===== src/rtl/count_monitor.sv =====
`default_nettype none
// ============================================================================
//  Module      : count_monitor
//  Description : Samples a free-running 4-bit counter every clock, counts
//                15->0 wrap-arounds and queues event records (WRAP / THRESH,
//                optionally SKIP) in a small FIFO behind a valid/ready port.
//                Optional feature macro: COUNT_MONITOR_SKIP_CHECK_EN enables
//                sequence-violation detection (SKIP records, skip_err pulse,
//                resynchronisation after a violation).
//  Ports       : clk          - clock, all logic on rising edge
//                rst          - asynchronous active-high reset
//                count_in     - sampled counter value
//                event_valid  - head FIFO record valid
//                event_ready  - consumer accepts head record
//                event_type   - 01 WRAP, 10 SKIP, 11 THRESH
//                event_data   - record payload
//                wrap_total   - wraps since reset (mod 256)
//                skip_err     - one-cycle pulse on a detected skip
//                overflow     - sticky: a record was dropped on a full FIFO
//  Revision    : 1.0  initial release
// ============================================================================
module count_monitor #(
    parameter int         FIFO_DEPTH  = 4,
    parameter logic [7:0] WRAP_THRESH = 8'd8
) (
    input  logic       clk,
    input  logic       rst,
    input  logic [3:0] count_in,
    output logic       event_valid,
    input  logic       event_ready,
    output logic [1:0] event_type,
    output logic [7:0] event_data,
    output logic [7:0] wrap_total,
    output logic       skip_err,
    output logic       overflow
);

    localparam int             c_PTR_W    = (FIFO_DEPTH > 1) ? $clog2(FIFO_DEPTH) : 1;
    localparam int             c_CNT_W    = c_PTR_W + 1;
    localparam logic [c_CNT_W-1:0] c_FULL_CNT = c_CNT_W'(FIFO_DEPTH);

    localparam logic [1:0] c_EV_WRAP   = 2'b01;
    localparam logic [1:0] c_EV_SKIP   = 2'b10;
    localparam logic [1:0] c_EV_THRESH = 2'b11;

    typedef enum logic [0:0] {
        ST_SYNC  = 1'b0,
        ST_TRACK = 1'b1
    } state_t;

    state_t              state_q, state_d;
    logic [3:0]          prev_q, prev_d;
    logic [7:0]          wrap_total_q, wrap_total_d;
    logic                skip_err_q, skip_err_d;
    logic                overflow_q, overflow_d;
    logic [c_PTR_W-1:0]  rd_ptr_q, rd_ptr_d;
    logic [c_PTR_W-1:0]  wr_ptr_q, wr_ptr_d;
    logic [c_CNT_W-1:0]  cnt_q, cnt_d;
    logic [9:0]          fifo_mem_q [FIFO_DEPTH];

    logic [7:0]          w_wrap_next;
    logic                w_push_req;
    logic [9:0]          w_push_rec;
    logic                w_empty;
    logic                w_full;
    logic                w_pop;
    logic                w_push;
    logic [9:0]          w_head;

    assign w_wrap_next = wrap_total_q + 8'd1;

`ifdef COUNT_MONITOR_SKIP_CHECK_EN
    logic [3:0] w_expected;
    assign w_expected = prev_q + 4'd1;
`endif

    // ------------------------------------------------------------------
    // Sequence tracking FSM: next state and record generation
    // ------------------------------------------------------------------
    always_comb begin
        state_d      = state_q;
        prev_d       = count_in;        // prev follows the sample in both states
        wrap_total_d = wrap_total_q;
        skip_err_d   = 1'b0;
        w_push_req   = 1'b0;
        w_push_rec   = 10'd0;

        case (state_q)
            ST_SYNC: begin
                state_d = ST_TRACK;
            end
            ST_TRACK: begin
                if (prev_q == 4'hF && count_in == 4'h0) begin
                    wrap_total_d = w_wrap_next;
                    w_push_req   = 1'b1;
                    // THRESH replaces the WRAP record for the crossing wrap
                    w_push_rec   = {(w_wrap_next == WRAP_THRESH) ? c_EV_THRESH : c_EV_WRAP,
                                    w_wrap_next};
                end
`ifdef COUNT_MONITOR_SKIP_CHECK_EN
                else if (count_in != w_expected) begin
                    w_push_req = 1'b1;
                    w_push_rec = {c_EV_SKIP, w_expected, count_in};
                    skip_err_d = 1'b1;
                    state_d    = ST_SYNC;
                end
`endif
            end
            default: begin
                state_d = ST_SYNC;
            end
        endcase
    end

    // ------------------------------------------------------------------
    // Event FIFO control
    // ------------------------------------------------------------------
    assign w_empty = (cnt_q == '0);
    assign w_full  = (cnt_q == c_FULL_CNT);
    assign w_pop   = !w_empty && event_ready;
    // A full FIFO still accepts a push when the head leaves in the same cycle
    assign w_push  = w_push_req && (!w_full || w_pop);

    always_comb begin
        rd_ptr_d   = w_pop  ? rd_ptr_q + c_PTR_W'(1) : rd_ptr_q;
        wr_ptr_d   = w_push ? wr_ptr_q + c_PTR_W'(1) : wr_ptr_q;
        overflow_d = overflow_q | (w_push_req & ~w_push);
        cnt_d      = cnt_q;
        case ({w_push, w_pop})
            2'b10:   cnt_d = cnt_q + c_CNT_W'(1);
            2'b01:   cnt_d = cnt_q - c_CNT_W'(1);
            default: cnt_d = cnt_q;
        endcase
    end

    always_ff @(posedge clk or posedge rst) begin
        if (rst) begin
            state_q      <= ST_SYNC;
            prev_q       <= 4'd0;
            wrap_total_q <= 8'd0;
            skip_err_q   <= 1'b0;
            overflow_q   <= 1'b0;
            rd_ptr_q     <= '0;
            wr_ptr_q     <= '0;
            cnt_q        <= '0;
        end else begin
            state_q      <= state_d;
            prev_q       <= prev_d;
            wrap_total_q <= wrap_total_d;
            skip_err_q   <= skip_err_d;
            overflow_q   <= overflow_d;
            rd_ptr_q     <= rd_ptr_d;
            wr_ptr_q     <= wr_ptr_d;
            cnt_q        <= cnt_d;
        end
    end

    // Storage needs no reset: the occupancy count alone defines validity
    always_ff @(posedge clk) begin
        if (w_push) begin
            fifo_mem_q[wr_ptr_q] <= w_push_rec;
        end
    end

    // ------------------------------------------------------------------
    // Outputs: head record is forced to zero while the FIFO is empty so
    // the reset values appear immediately on an asynchronous reset.
    // ------------------------------------------------------------------
    assign w_head      = fifo_mem_q[rd_ptr_q];
    assign event_valid = !w_empty;
    assign event_type  = event_valid ? w_head[9:8] : 2'b00;
    assign event_data  = event_valid ? w_head[7:0] : 8'h00;
    assign wrap_total  = wrap_total_q;
    assign skip_err    = skip_err_q;
    assign overflow    = overflow_q;

endmodule
`default_nettype wire


===== config.mk =====
export PLATFORM = sky130hd
export DESIGN_NAME = count_monitor
export DESIGN_NICKNAME = d
export VERILOG_FILES = /design/src/rtl/count_monitor.sv
export SDC_FILE = /design/constraint.sdc
export NUM_CORES = 1
export LEC_CHECK = 0
export ABC_AREA = 1
export ABC_CLOCK_PERIOD_IN_PS = 2400
export CAP_MARGIN = 20
export CORE_UTILIZATION = 58
export CTS_BUF_LIST = sky130_fd_sc_hd__clkbuf_4
export DETAILED_ROUTE_END_ITERATION = 7
export PLACE_DENSITY_LB_ADDON = 0.12
export SLEW_MARGIN = 10
export SYNTH_ARGS = -nofsm -noshare
export SYNTH_HDL_FRONTEND = slang
export SYNTH_SLANG_ARGS = --single-unit

===== constraint.sdc =====
create_clock -name clk -period 2.4 [get_ports clk]
set_input_delay 0.36 -clock clk [delete_from_list [all_inputs] [get_ports clk]]
set_output_delay 0.36 -clock clk [all_outputs]
set_load 0.03 [all_outputs]

==> flow_summary.yaml <==
global_route:
  antenna_found_initial: 0
  grt_pass1_vias: 1705
  grt_max_degree: 22
  grt_overflow_total: 0
  grt_pass1_wl_mm: 7.941
  track_usage_pct: 21.65
cells_and_area:
  syn_to_final_growth_pct: 17.92
  instances_no_fill: 359
  stdcell_area_sq_mm: 0.003236
  antenna_cells: 0
  layout.nets: 316
  drive_above_1_share_pct: 14.01
  finish.utilization_pct: 72.80
  final_cell_mix: "60 x nor2_1, 40 x edfxtp_1, 25 x nand2_1, 22 x inv_1, 21 x dfrtp_1"
  mostFrequentLayoutCell: "nor2_1"
critical_path:
  endpoint: "event_data[1]"
  startpoint: "cnt_q[0]"
  end_kind: "output pin"
  crit_family: "buffers and inverters"
  critPathMaxFanout: 10
  max_stage_delay_ns: 0.43
  worstPathArrival_ns: 1.90
  critPathKind: "reg2out"
  rr_startpoint: "cnt_q[0]"
  worstPathRequired_ns: 2.04
  crit_buf_inv: 2
  reg2reg_to: "cnt_q[2]"
  worstSetupPathDepth: 5
  rr_worst_depth: 12
  cp-start-kind: "flop"
  slowest_stage: "dlygate4sd2_1"
  crit_chain: "nor2_1, nand2_2, clkinv_1, a21oi_1, dlygate4sd2_1"
  rrSetupSlack_ns: 0.53
routing:
  vias: 1835
  vias_per_cell: 5.111
  drtAntennaViolNets: 0
  wl_mm: 4.886
  drc: 0
  drt-initial-drc-count: 148
  drt-pass1-iter-count: 4
  wl_per_cell_microns: 13.61
die:
  fp.coreArea_sq_mm: 0.004444
  die_area_sq_mm: 0.005010
  start_util_pct: 61.74
  die_y_microns: 70.78
  rows: 24
  num_io_pins: 28
  dieWidth_microns: 70.78
synth:
  syn_area_sq_mm: 0.002744
  yosysWarnings: 0
  synth_cell_types: 31
  avgSynthCellArea_sq_um: 10.55
  ys_ff_latch: 61
  syn_inst: 260
  syn-num-nets: 274
  seq_area_frac_synth_pct: 62.93
timing:
  fin_worst_skew_ns: 0.01366
  period_needed_ns: 2.258
  fmax_ghz: 0.4428
  fin_hold_ws_ns: 0.2957
  drv_slew: 0
  setup_viol: 0
  rsz0062_at_grt: "no"
  hold_violations: 0
  fin_crit_sh_pct: 94.10
  setup_tns_ns: 0
  fin_ws_ns: 0.1416
hold_path:
  hold_class: "in2async"
placed_design:
  place_area_sq_mm: 0.003119
  dp_hpwl_mm: 3.331
  gp_congestion: 0.8833
  pre_cts_slack_ns: 0.1912
  port_buffers: 26
  dp_cells: 343
clock_network:
  cts_tree: "yes"
  numClockSinks: 61
  clkTransAtPathRegs_ns: 0.10
  clock_latency_ns: 0.40
  cts_buffers: 9
  h-tree-depth: 3
  cts_buffer_depth: 2
  postCtsHoldBufs: 0
  clockRootBuffer: "clkbuf_4"
power:
  p_leak_nw: 1.386
  total_power_mw: 3.132
  power_density_mw_per_mm2: 968.0
  ir_worst_vdd_mv: 0.4673
outcome:
  outcome: "finished clean"
run:
  drv_cap: 0
-- registers in the layout (all words and copies together), names as in the netlist --
register,flops
cnt_q,3
fifo_mem_q,40
overflow,1
prev_q,4
rd_ptr_q,2
state_q,1
wr_ptr_q,2
wrap_total,8
-- synthesized netlist by cell type --
library cell / instances / area, sq um
inv_1: 22 / 82.58
o21ai_1: 8 / 40.04
nand2_1: 25 / 93.84
dfrtp_1: 21 / 525.5
o21ai_0: 17 / 85.08
xnor2_1: 1 / 8.760
nor2_2: 2 / 12.51
a21oi_1: 11 / 55.05
clkinv_1: 2 / 7.510
nand3_4: 1 / 17.52
buf_4: 1 / 7.510
clkbuf_1: 3 / 11.26
ha_1: 6 / 75.07
nor2_1: 60 / 225.2
buf_2: 2 / 10.01
nand3b_1: 1 / 7.510
nand2_4: 1 / 11.26
nand2_2: 6 / 37.54
fa_1: 1 / 20.02
inv_2: 4 / 15.01
nand4_1: 3 / 18.77
conb_1: 2 / 7.510
nand3_2: 1 / 10.01
o21bai_1: 2 / 15.01
xor2_1: 6 / 52.55
edfxtp_1: 40 / 1201
nor2_4: 1 / 11.26
buf_6: 1 / 11.26
nor2_8: 1 / 20.02
nand3_1: 7 / 35.03
nand4_2: 1 / 12.51
-- repair_timing --
| action | 4_1_cts | 5_1_grt |
|---|---|---|
| hold endpoints to repair | 0 | 0 |
| buffers inserted | 0 | 0 |
| endpoints found under the setup margin | 10 | 0 |
| gates resized for setup | 10 | 0 |
-- final cells by class --
| cell class | instances | area, sq um |
|---|---|---|
| clock inverters | 6 | 53.80 |
| inverters | 28 | 105.1 |
| fillers | 313 | 1209 |
| well taps | 52 | 65.06 |
| multi-input cells | 164 | 872.1 |
| flip-flops and latches | 61 | 1727 |
| repair buffers | 38 | 337.8 |
| clock buffers | 10 | 75.07 |
-- how the worst min path moves through the flow --
stage / from / endpoint / slack [ns] / cells after the start
floorplan: rst / cnt_q[0] / 0.34 / 1
global placement: overflow / overflow / 0.46 / 1
detailed placement: overflow / overflow / 0.47 / 1
CTS: rst / wr_ptr_q[1] / 0.30 / 3
global route: rst / wrap_total[2] / 0.32 / 3
finish: rst / wrap_total[0] / 0.30 / 3
-- where the power goes --
| part | internal (mW) | switching, mW |
|---|---|---|
| Combinational | 0.433 | 0.818 |
| Clock | 0.317 | 0.349 |
| Sequential | 1.17 | 0.0464 |
-- logic make-up (layout without fill, tap and decap cells) --
| logic type | Yosys count | count (layout) | synth area share (%) |
|---|---|---|---|
| AOI/OAI and AO/OA | 38 | 38 | 7.113 |
| other | 2 | 2 | 0.2737 |
| xor gates and xnor gates | 7 | 7 | 2.234 |
| and+or+nand+nor | 110 | 110 | 18.70 |
| DFF | 61 | 61 | 62.93 |
| buffers and inverters | 35 | 82 | 5.290 |
| adders and majority gates | 7 | 7 | 3.466 |
-- layer usage --
metal / vias to the layer above / track usage (%) / wire length (microns)
met5: - / 0 / 0
met4: 0 / 8.444 / 89
li1: 941 / - / -
met2: 37 / 34.40 / 2373
met1: 849 / 28.39 / 2217
met3: 8 / 6.553 / 206
-- tightest hold or removal path: cells and delay by family --
kind | cells | cell delay, ns
buf+inv | 3 | 0.73
Note: power is estimated with default switching activity, not from simulation.
